$ cat config.mk
export PLATFORM = sky130hd
export DESIGN_NAME = sortmax_trace_fifo_flat
export DESIGN_NICKNAME = d
export VERILOG_FILES = /design/src/rtl/sortmax_trace_fifo_if.sv /design/src/rtl/sortmax_trace_fifo.sv /design/src/flat_wrapper.sv
export SDC_FILE = /design/constraint.sdc
export NUM_CORES = 1
export LEC_CHECK = 0
export ABC_CLOCK_PERIOD_IN_PS = 4600
export CORE_MARGIN = 2
export CORE_UTILIZATION = 38
export CTS_BUF_LIST = sky130_fd_sc_hd__clkbuf_8
export CTS_CLUSTER_SIZE = 10
export DETAILED_ROUTE_END_ITERATION = 8
export GPL_TIMING_DRIVEN = 1
export PLACE_DENSITY_LB_ADDON = 0.2
export SETUP_SLACK_MARGIN = 0.05
export SYNTH_ARGS = -nofsm -noshare
export SYNTH_HDL_FRONTEND = slang
export SYNTH_SLANG_ARGS = --single-unit
export TNS_END_PERCENT = 5
$ cat constraint.sdc
create_clock -name clk -period 4.6 [get_ports clk]
set_input_delay 0.69 -clock clk [delete_from_list [all_inputs] [get_ports clk]]
set_output_delay 0.69 -clock clk [all_outputs]
set_load 0.05 [all_outputs]
$ cat src/rtl/sortmax_trace_fifo_if.sv
// sortmax_trace_fifo_if: readout handshake (valid, ready, {timestamp, word} data); master drives valid/data, slave drives ready
interface sortmax_trace_fifo_if #(parameter int DW = 28);
  logic valid;
  logic ready;
  logic [DW-1:0] data;
  modport master(output valid, data, input ready);
  modport slave(input valid, data, output ready);
endinterface

$ cat src/rtl/sortmax_trace_fifo.sv
// sortmax_trace_fifo: triggered capture of non-zero sortmax control words with timestamps into a FWFT FIFO; ports clk, rst (async, high), y_in, arm, disarm, trig_mask, ovf_clr, bus (valid/ready/data master), count, full, overflow, drop_cnt, state_o
module sortmax_trace_fifo #(
  parameter int DEPTH = 8,
  parameter int AW = 3,
  parameter int W = 20,
  parameter int TS_W = 8,
  parameter bit STOP_ON_FULL = 1'b0
) (
  input  logic clk,
  input  logic rst,
  input  logic [W-1:0] y_in,
  input  logic arm,
  input  logic disarm,
  input  logic [W-1:0] trig_mask,
  input  logic ovf_clr,
  sortmax_trace_fifo_if.master bus,
  output logic [AW:0] count,
  output logic full,
  output logic overflow,
  output logic [7:0] drop_cnt,
  output logic [1:0] state_o
);
  typedef enum logic [1:0] {IDLE = 2'd0, ARMED = 2'd1, CAPTURE = 2'd2, HALT = 2'd3} state_t;
  state_t state;
  logic [TS_W+W-1:0] mem [DEPTH];
  logic [AW-1:0] wr_ptr, rd_ptr;
  logic [TS_W-1:0] ts;
  logic trig, halt_now, req, pop, push, drop;
  // With STOP_ON_FULL the edge that sees a full FIFO only moves to HALT; its word is neither stored nor counted as a drop.
  always_comb begin
    trig = |(y_in & trig_mask);
    halt_now = STOP_ON_FULL && state == CAPTURE && full;
    req = !disarm && !halt_now && ((state == ARMED && trig) || (state == CAPTURE && |y_in));
    pop = bus.valid && bus.ready;
    push = req && (!full || pop);
    drop = req && full && !pop && !STOP_ON_FULL;
  end
  assign full = count == (AW+1)'(DEPTH);
  assign bus.valid = count != '0;
  assign bus.data = bus.valid ? mem[rd_ptr] : '0;
  assign state_o = state;
  always_ff @(posedge clk or posedge rst) begin
    if (rst) begin
      state <= IDLE;
      wr_ptr <= '0;
      rd_ptr <= '0;
      count <= '0;
      ts <= '0;
      overflow <= 1'b0;
      drop_cnt <= '0;
    end else begin
      ts <= ts + 1'b1;
      state <= disarm ? IDLE : (state == IDLE && arm) ? ARMED : (state == ARMED && trig) ? CAPTURE : halt_now ? HALT : state;
      if (push) wr_ptr <= wr_ptr + 1'b1;
      if (pop) rd_ptr <= rd_ptr + 1'b1;
      count <= count + (AW+1)'(push) - (AW+1)'(pop);
      if (ovf_clr) begin
        overflow <= 1'b0;
        drop_cnt <= '0;
      end else if (drop) begin
        overflow <= 1'b1;
        drop_cnt <= drop_cnt + {7'd0, ~&drop_cnt};
      end
    end
  end
  always_ff @(posedge clk) if (push) mem[wr_ptr] <= {ts, y_in};
endmodule

$ cat src/flat_wrapper.sv
// flat-port wrapper written by rule: the top's interface ports become plain ports
module sortmax_trace_fifo_flat 
#(
  parameter int DEPTH = 8,
  parameter int AW = 3,
  parameter int W = 20,
  parameter int TS_W = 8,
  parameter bit STOP_ON_FULL = 1'b0
)
  (clk, rst, y_in, arm, disarm, trig_mask, ovf_clr, count, full, overflow, drop_cnt, state_o, bus_valid, bus_data, bus_ready);
  sortmax_trace_fifo_if #(.DW(28)) bus_i ();
  input  logic clk;
  input  logic rst;
  input  logic [W-1:0] y_in;
  input  logic arm;
  input  logic disarm;
  input  logic [W-1:0] trig_mask;
  input  logic ovf_clr;
  output logic [AW:0] count;
  output logic full;
  output logic overflow;
  output logic [7:0] drop_cnt;
  output logic [1:0] state_o;
  output wire logic [$bits(bus_i.valid)-1:0] bus_valid;
  output wire logic [$bits(bus_i.data)-1:0] bus_data;
  input wire logic [$bits(bus_i.ready)-1:0] bus_ready;
  assign bus_valid = bus_i.valid;
  assign bus_data = bus_i.data;
  assign bus_i.ready = bus_ready;
  sortmax_trace_fifo #(.DEPTH(DEPTH), .AW(AW), .W(W), .TS_W(TS_W), .STOP_ON_FULL(STOP_ON_FULL)) u_core (.clk(clk), .rst(rst), .y_in(y_in), .arm(arm), .disarm(disarm), .trig_mask(trig_mask), .ovf_clr(ovf_clr), .bus(bus_i), .count(count), .full(full), .overflow(overflow), .drop_cnt(drop_cnt), .state_o(state_o));
endmodule
==> metrics.txt, run 1 <==
R2R cell count=8; Design Area, Final=12400 µm²; DR iter-0 viols=371; Max clock buf depth=3; first-pass GRT wire length=35400 µm; dpl cells=953; fin crit period=3.99 ns; Hold Buf Count CTS=0; final hold slack=0.510 ns; CP Capture Type=primary output; initial antenna violation count=1; Num Clock Sinks=253; Area contributors post-synth=edfxtp_1 (66%), mux4_2 (12%), dfrtp_1 (7.1%); Reg2Reg Launch Point=u_core.count[2]; total gr overflow=0; Bufs and invs on worst path=2; CP Class=reg2out; Post-synth EDFFs=224; Vias=5399; worst vdd ir=336 µV; CTS root buf=clkbuf_8; effective utilization at floorplan=0.388; crit start category=flip-flop; crit path max fanout=36; Synth top area share=0.661; Pwr Density=598 nW/µm²; max-cap violation count=0; worst hold stages=2; Detail Route Antenna Nets=0; Critical-path top delay cell=dfrtp_4; status=completed; Fmax achieved=0.250 GHz; Worst Hold Launch=u_core.overflow; RSZ-0062 raised after global routing=false; Reg2Reg Setup Slack=1.16 ns; Seq/Total Area, Yosys=0.732; leading area contributor after synthesis=edfxtp_1; Syn Nets=587; fin worst setup slack=0.605 ns; Post-synth top flop=edfxtp_1; vias in the first global route=5657; count of non-filler cells in the finished layout=1030; Hold WC Path Type=reg2reg; IO buf count=90; Fill cells=2205; RR Endpoint=u_core.mem[4][14]; synthesized area=10200 µm²; synth unique cells=45; DRT Wirelength=23400 µm; Post-Route Utilization=0.473; static leakage=0.00433 µW; TritonRoute pass-1 iters=5; delay-heaviest family, CP=buffers and inverters; Clk Latency, worst-skew pair=0.53 ns; Post-CTS Resized=0; CP cell instances=buf_12 > mux4_2 > mux2i_1 > nor2_1 > clkdlybuf4s50_1; setup bufs post-CTS=0; Setup WS pre-CTS=0.414 ns; Yosys reg bits=253; Final Hold Fails=0; routability cong.=0.741; post-route clock period utilization=0.868; ys async rst share=0.115; area of the die=28100 µm²; P&R area growth vs syn=21.7%; share of layout cells above drive strength 1=0.213; Rel. slew slack=0.366; largest stage delay on the critical path=0.74 ns; largest net degree at the start of global routing=59; hpwl dp=14400 µm; # rows=59; Area after DPL=11600 µm²; syn_area_per_cell=19.2 µm²; Die X-Extent=168 µm; Core Box Area=26200 µm²; Slew @ Worst Pin=0.951 ns; Hold EP=u_core.overflow; fin. max-slew vios=0; Die H=168 µm; Vias/cell=5.24; Reg clk slew, reported paths=0.06 ns; CTS H-tree lvls=2; arrival time worst endpoint=3.30 ns; Fin Clk Skew=0.0134 ns; CTS tree=done; Ant. Diodes=0; clock buffer count from CTS=43; Worst EP required=3.91 ns; DRC viols=0; Ys Warns=0; NumNets Final=721; Setup-failing EPs final=0; Gate Count Post-Synth=529; DR WL/cell=22.7 µm; Tot GR Track Use=0.170; Top-Level Pins=91
[flip-flops by register name, indices dropped and copies added (netlist names)]
name / flops
u_core.count: 4
u_core.drop_cnt: 8
u_core.mem: 224
u_core.overflow: 1
u_core.rd_ptr: 3
u_core.state_o: 2
u_core.ts: 8
u_core.wr_ptr: 3
[where the power goes]
group	total (µW)	switching [µW]	internal [µW]
Sequential	2980	329	2650
Combinational	2630	1510	1120
Clock	1800	857	939
[final cells by class]
type | count | area (µm²) | share of cell area
clock buffers | 47 | 647 | 0.0522
clock inverters | 30 | 128 | 0.0103
repair buffers | 109 | 1060 | 0.0853
flip-flops and latches | 253 | 7460 | 0.602
inverters | 15 | 56.3 | 0.00455
multi-input cells | 241 | 2620 | 0.211
well taps | 335 | 419 | 0.0338
[synthesized netlist by cell type, drive strengths merged (2+ instances only)]
master and count:
edfxtp 224, mux4 56, nor2 46, mux2i 30, dfrtp 29, inv 15
nand2 13, ha 11, a22oi 10, buf 10, clkbuf 10, xnor2 8
nand3 7, o21ai 6, nand4 5, nor4 5, xor2 5, and3 4
nand2b 4, nor3b 4, a2111oi 3, a21oi 3, and3b 3, mux2 3
nor3 3, a211oi 2
[worst max path at each step]
stage	start	to	slack [ns]	depth (start not counted)
floorplan	u_core.count[2]	u_core.mem[3][0]	-0.17	8
global placement	y_in[10]	u_core.mem[4][4]	0.49	8
detailed placement	y_in[10]	u_core.mem[4][4]	0.41	8
CTS	u_core.rd_ptr[0]	bus_data[27]	0.52	5
global route	u_core.rd_ptr[0]	bus_data[27]	0.41	5
finish	u_core.rd_ptr[0]	bus_data[27]	0.61	5
[worst min-delay path: cells and delay by family, from the launching register on]
family	cells	cell delay (ns)
flops	1	0.35
simple gates	2	0.12
[routing by layer]
metal | track usage | routed length, µm
met5 | 0 | 11
met4 | 0.0507 | 499
met3 | 0.0383 | 1260
met2 | 0.282 | 11600
met1 | 0.226 | 10000
[placed cells by master, fill, tap and decap left out, drive strengths merged, types with 10 or more instances in the layout]
master | Yosys | routed
mux2i | 30 | 30
ha | 11 | 11
mux4 | 56 | 56
dfrtp | 29 | 29
buf | 10 | 19
nor2 | 46 | 46
clkbuf | 10 | 47
nand2 | 13 | 13
inv | 15 | 28
edfxtp | 224 | 224
a22oi | 10 | 10
clkdlybuf4s50 | 0 | 90
clkinv | 0 | 16
[stage by stage]
| step | setup TNS [ns] | power, µW |
|---|---|---|
| floorplan | -4.71 | 4770 |
| global placement | 0 | 5670 |
| detailed placement | 0 | 5700 |
| CTS | 0 | 7510 |
| global route | 0 | 7740 |
| finish | 0 | 7400 |
[kinds of logic (layout without fill, tap and decap cells)]
kind of cell / Yosys count / in the layout / share of synthesized area
AOI/OAI and AO/OA: 28 / 28 / 0.0214
xor gates and xnor gates: 13 / 13 / 0.0112
adders and majority gates: 12 / 12 / 0.0155
buffers and inverters: 35 / 201 / 0.0135
DFF: 253 / 253 / 0.732
muxes: 89 / 89 / 0.157
and+or+nand+nor: 99 / 99 / 0.0494
No activity file was read; power rests on OpenSTA's default activity.
==> inputs of run 2 (changes only) <==
--- a/config.mk
+++ b/config.mk
@@ -7,7 +7,7 @@
 export LEC_CHECK = 0
 export ABC_CLOCK_PERIOD_IN_PS = 4600
 export CORE_MARGIN = 2
-export CORE_UTILIZATION = 38
+export CORE_UTILIZATION = 50
 export CTS_BUF_LIST = sky130_fd_sc_hd__clkbuf_8
 export CTS_CLUSTER_SIZE = 10
 export DETAILED_ROUTE_END_ITERATION = 8
==> run 2 against run 1 <==
  * Maximum frequency grew 1.1%
  * Highest routed layer is now met4
  * Final area down 0.89%
  * Register-to-register slack better by 0.10 ns
  * Global-route usage is 3.8 points higher
  * First-iteration DRC count rose by 14%
  * Critical endpoint is now bus_data[18]
  * Final cell count is 6.4% lower
  * Worst setup slack better by 0.042 ns
  * Hold slack worse by 0.085 ns
==> metrics.txt, run 2 (synthesis results as in run 1) <==
Fmax achieved=0.253 GHz; setup bufs post-CTS=0; final hold slack=0.425 ns; Critical-path top delay cell=clkdlybuf4s50_1; worst vdd ir=366 µV; largest stage delay on the critical path=0.73 ns; routability cong.=0.763; Worst EP required=3.91 ns; CTS root buf=clkbuf_8; status=completed; Largest register FFs=224; Final Hold Fails=0; Post-CTS Resized=0; CP Class=reg2out; fin crit period=3.95 ns; first-pass GRT wire length=33300 µm; crit path max fanout=19; Pwr Density=592 nW/µm²; CP cell instances=buf_4 > mux4_2 > mux2i_1 > nor2_1 > clkdlybuf4s50_1; area of the die=21500 µm²; Max clock buf depth=3; Bufs and invs on worst path=2; Reg2Reg Setup Slack=1.26 ns; DR iter-0 viols=424; DRT Wirelength=21600 µm; RSZ-0062 raised after global routing=false; Core Box Area=20100 µm²; crit start category=flip-flop; static leakage=0.00435 µW; DR WL/cell=22.4 µm; max-cap violation count=0; largest net degree at the start of global routing=37; CTS H-tree lvls=2; IO buf count=90; Top-Level Pins=91; Area after DPL=11600 µm²; delay-heaviest family, CP=buffers and inverters; Hold WC Path Type=in2async; largest registers=u_core.mem (224), u_core.drop_cnt (8), u_core.ts (8); arrival time worst endpoint=3.26 ns; Top reg by flops=u_core.mem; NumNets Final=720; Tot GR Track Use=0.208; Vias/cell=5.54; # rows=52; post-route clock period utilization=0.859; Die X-Extent=147 µm; vias in the first global route=5771; CP Capture Type=primary output; most common cell after layout, fill and taps aside=edfxtp_1; Post-Route Setup TNS=0 ns; fin worst setup slack=0.647 ns; Fin Clk Skew=0.0233 ns; most frequent cells in the layout=edfxtp_1 (224), clkdlybuf4s50_1 (90), mux4_2 (56), nor2_1 (44), clkbuf_8 (42); P&R area growth vs syn=20.6%; share of layout cells above drive strength 1=0.206; Vias=5340; Num Clock Sinks=253; clock buffer count from CTS=41; Slew @ Worst Pin=1.01 ns; Clk Latency, worst-skew pair=0.54 ns; hpwl dp=13700 µm; Setup-failing EPs final=0; fin. max-slew vios=0; Design Area, Final=12300 µm²; effective utilization at floorplan=0.506; Ant. Diodes=0; Reg clk slew, reported paths=0.06 ns; Hold Buf Count CTS=0; TritonRoute pass-1 iters=4; total gr overflow=0; DRC viols=0; initial antenna violation count=0; Die H=147 µm; CTS tree=done; Rel. slew slack=0.329; Setup WS pre-CTS=0.489 ns; Detail Route Antenna Nets=0
run 2: power by group:
part	total, µW	internal [µW]	leakage (µW)	switching, µW
sequential	2900	2650	0.00242	252
combinational	2680	1130	0.00147	1550
clock	1680	851	0.000455	833
total	7260	4630	0.00435	2630
run 2: layout make-up:
class                      instances  area (µm²)
fill                            1473        7830
sequential                       253        7460
multi-input combinational        241        2620
timing repair buffer             110        1090
clock buffer                      42         578
tap                              270         338
clock inverter                    33         138
inverter                          15        56.3
run 2: final timing paths:
kind / from / end / cells past startpoint
worst max-delay path: u_core.rd_ptr[0] / bus_data[18] / 5
worst min-delay path: rst / u_core.ts[5] / 2
worst max register to register: u_core.count[2] / u_core.mem[1][9] / 8
worst min register to register: u_core.overflow / u_core.overflow / 2
max in group asynchronous: rst / u_core.rd_ptr[0] / 3
min in group clk: u_core.overflow / u_core.overflow / 2
run 2: stage by stage:
stage | std cells | total power (µW) | utilization
global route | 964 | 7600 | 0.611
detailed placement | 889 | 5670 | 0.575
floorplan | 529 | 4770 | -
finish | 964 | 7260 | 0.611
CTS | 964 | 7360 | 0.611
global placement | 889 | 5630 | 0.575
run 2: worst reg2reg max path: stages, from the launching register on:
cell and delay [ns]:
dfrtp_1 0.36, inv_1 0.08, ha_1 0.22, o21ai_0 0.41
nand2_1 0.13, a211oi_2 0.47, nand2_2 0.20, nor3_2 0.65
buf_4 0.48
run 2: routing by layer:
layer | global-route usage | wire length, µm | vias to the layer above
met5 | 0 | 0 | -
met4 | 0.0723 | 506 | 0
met3 | 0.0466 | 1580 | 41
met2 | 0.350 | 11200 | 165
met1 | 0.270 | 8320 | 2738
li1 | - | - | 2396
==> inputs of run 3 (changes only) <==
--- a/config.mk
+++ b/config.mk
@@ -5,7 +5,7 @@
 export SDC_FILE = /design/constraint.sdc
 export NUM_CORES = 1
 export LEC_CHECK = 0
-export ABC_CLOCK_PERIOD_IN_PS = 4600
+export ABC_CLOCK_PERIOD_IN_PS = 3580
 export CORE_MARGIN = 2
 export CORE_UTILIZATION = 50
 export CTS_BUF_LIST = sky130_fd_sc_hd__clkbuf_8
==> constraint.sdc (replaced) <==
create_clock -name clk -period 3.58 [get_ports clk]
set_input_delay 0.537 -clock clk [delete_from_list [all_inputs] [get_ports clk]]
set_output_delay 0.537 -clock clk [all_outputs]
set_load 0.05 [all_outputs]
==> run 3 against run 2 <==
  * Combinational power grew 36%
  * Clock power up 35%
  * First-iteration DRC count fell by 27%
  * Wire length is 1.6% higher
  * Critical path type unchanged
  * Highest routed layer unchanged
==> metrics.txt, run 3 (synthesis results as in run 1) <==
Worst EP required=3.04 ns; vias in the first global route=5929; Max clock buf depth=3; most common cell after layout, fill and taps aside=edfxtp_1; busiest layer in global routing=met2; Clk Latency, worst-skew pair=0.54 ns; worst vdd ir=474 µV; crit start category=flip-flop; max-cap violation count=0; Final Hold Fails=0; fin. max-slew vios=0; DR iter-0 viols=308; Top reg by flops=u_core.mem; status=completed; Post-Route Setup TNS=0 ns; DRC viols=0; static leakage=0.00452 µW; Detail Route Antenna Nets=0; P&R area growth vs syn=24.2%; CTS root buf=clkbuf_8; NumNets Final=751; Setup WS pre-CTS=0.0100 ns; Hold WC Path Type=in2async; largest registers=u_core.mem (224), u_core.drop_cnt (8), u_core.ts (8); Num Clock Sinks=253; first-pass GRT wire length=34300 µm; register area=7460 µm²; Ant. Diodes=0; met2 Resource Use GR=0.356; Vias/cell=5.46; arrival time worst endpoint=2.93 ns; DR WL/cell=22.0 µm; initial antenna violation count=0; CTS tree=done; Reg clk slew, reported paths=0.06 ns; effective utilization at floorplan=0.506; Core Box Area=20100 µm²; Critical-path top delay cell=clkdlybuf4s50_1; CP Capture Type=primary output; hpwl dp=14100 µm; share of layout cells above drive strength 1=0.241; Fill cells=1392; total gr overflow=0; IO buf count=90; CP Class=reg2out; Die X-Extent=147 µm; Multi-input gate area=2640 µm²; area of the die=21500 µm²; fin worst setup slack=0.115 ns; Die H=147 µm; largest stage delay on the critical path=0.71 ns; clock buffer count from CTS=41; Area after DPL=11900 µm²; crit path max fanout=17; routing usage on met3=0.0438; fin crit period=3.47 ns; Hold Buf Count CTS=0; largest net degree at the start of global routing=31; Setup-failing EPs final=0; final hold slack=0.499 ns; CP cell instances=buf_12 > mux4_2 > mux2i_1 > nor2_1 > clkdlybuf4s50_1; most frequent cells in the layout=edfxtp_1 (224), clkdlybuf4s50_1 (88), mux4_2 (56), nor2_1 (44), clkbuf_8 (43); Post-Route Utilization=0.629; RSZ-0062 raised after global routing=true; # rows=52; Design Area, Final=12600 µm²; CTS H-tree lvls=2; Slew @ Worst Pin=1.14 ns; post-route clock period utilization=0.968; Vias=5428; Fmax achieved=0.289 GHz; Top-Level Pins=91; DRT Wirelength=21900 µm; R2R cell count=8; Tot GR Track Use=0.213; GRT met1 Usage=0.274; Rel. slew slack=0.242; Pwr Density=756 nW/µm²; routability cong.=0.821; Largest register FFs=224; Fin Clk Skew=0.0244 ns; TritonRoute pass-1 iters=4
-- run 3: worst paths after layout --
| check | start | end | slack, ns |
|---|---|---|---|
| min in group clk | u_core.overflow | u_core.overflow | 0.51 |
| worst min-delay path | rst | u_core.drop_cnt[1] | 0.50 |
| max in group asynchronous | rst | u_core.rd_ptr[0] | 2.45 |
| worst max-delay path | u_core.rd_ptr[0] | bus_data[16] | 0.11 |
| worst min register to register | u_core.overflow | u_core.overflow | 0.51 |
| worst max register to register | u_core.count[2] | u_core.mem[0][7] | 0.63 |
-- run 3: stage by stage --
step           cells  power, µW
6_report         995       9550
5_1_grt          995       9970
4_1_cts          995       9670
3_5_place_dp     919       7380
3_3_place_gp     919       7330
2_1_floorplan    529       6130
-- run 3: report_power, final --
group,switching [µW],internal [µW],total [µW]
logic,2100,1550,3650
registers,246,3400,3650
clock network,1070,1180,2260
-- run 3: worst max-delay path, delay by kind of cell, from the launching register on --
kind | cells | cell delay, ns
AND/OR/NAND/NOR | 1 | 0.06
flip-flops | 1 | 0.64
multiplexers | 2 | 0.74
buffers and inverters | 2 | 0.95
-- run 3: repair_timing --
item | CTS | global route
endpoints found under the hold margin | 0 | 0
buffers inserted | 1 | 0
gates cloned | 0 | 0
gates resized for setup | 1 | 1
setup endpoints to repair | 21 | 7
-- run 3: layout make-up --
class | count | share of cell area
well taps | 270 | 0.0267
flip-flops and latches | 253 | 0.590
clock inverters | 32 | 0.0122
multi-input cells | 241 | 0.208
clock buffers | 43 | 0.0468
inverters | 15 | 0.00445
repair buffers | 141 | 0.111
-- run 3: layer usage --
layer	wire length, µm	vias to the layer above	part of all wire
li1	-	2448	-
met1	8730	2789	0.40
met2	11400	155	0.52
met3	1210	36	0.055
met4	571	0	0.026
met5	0	-	0
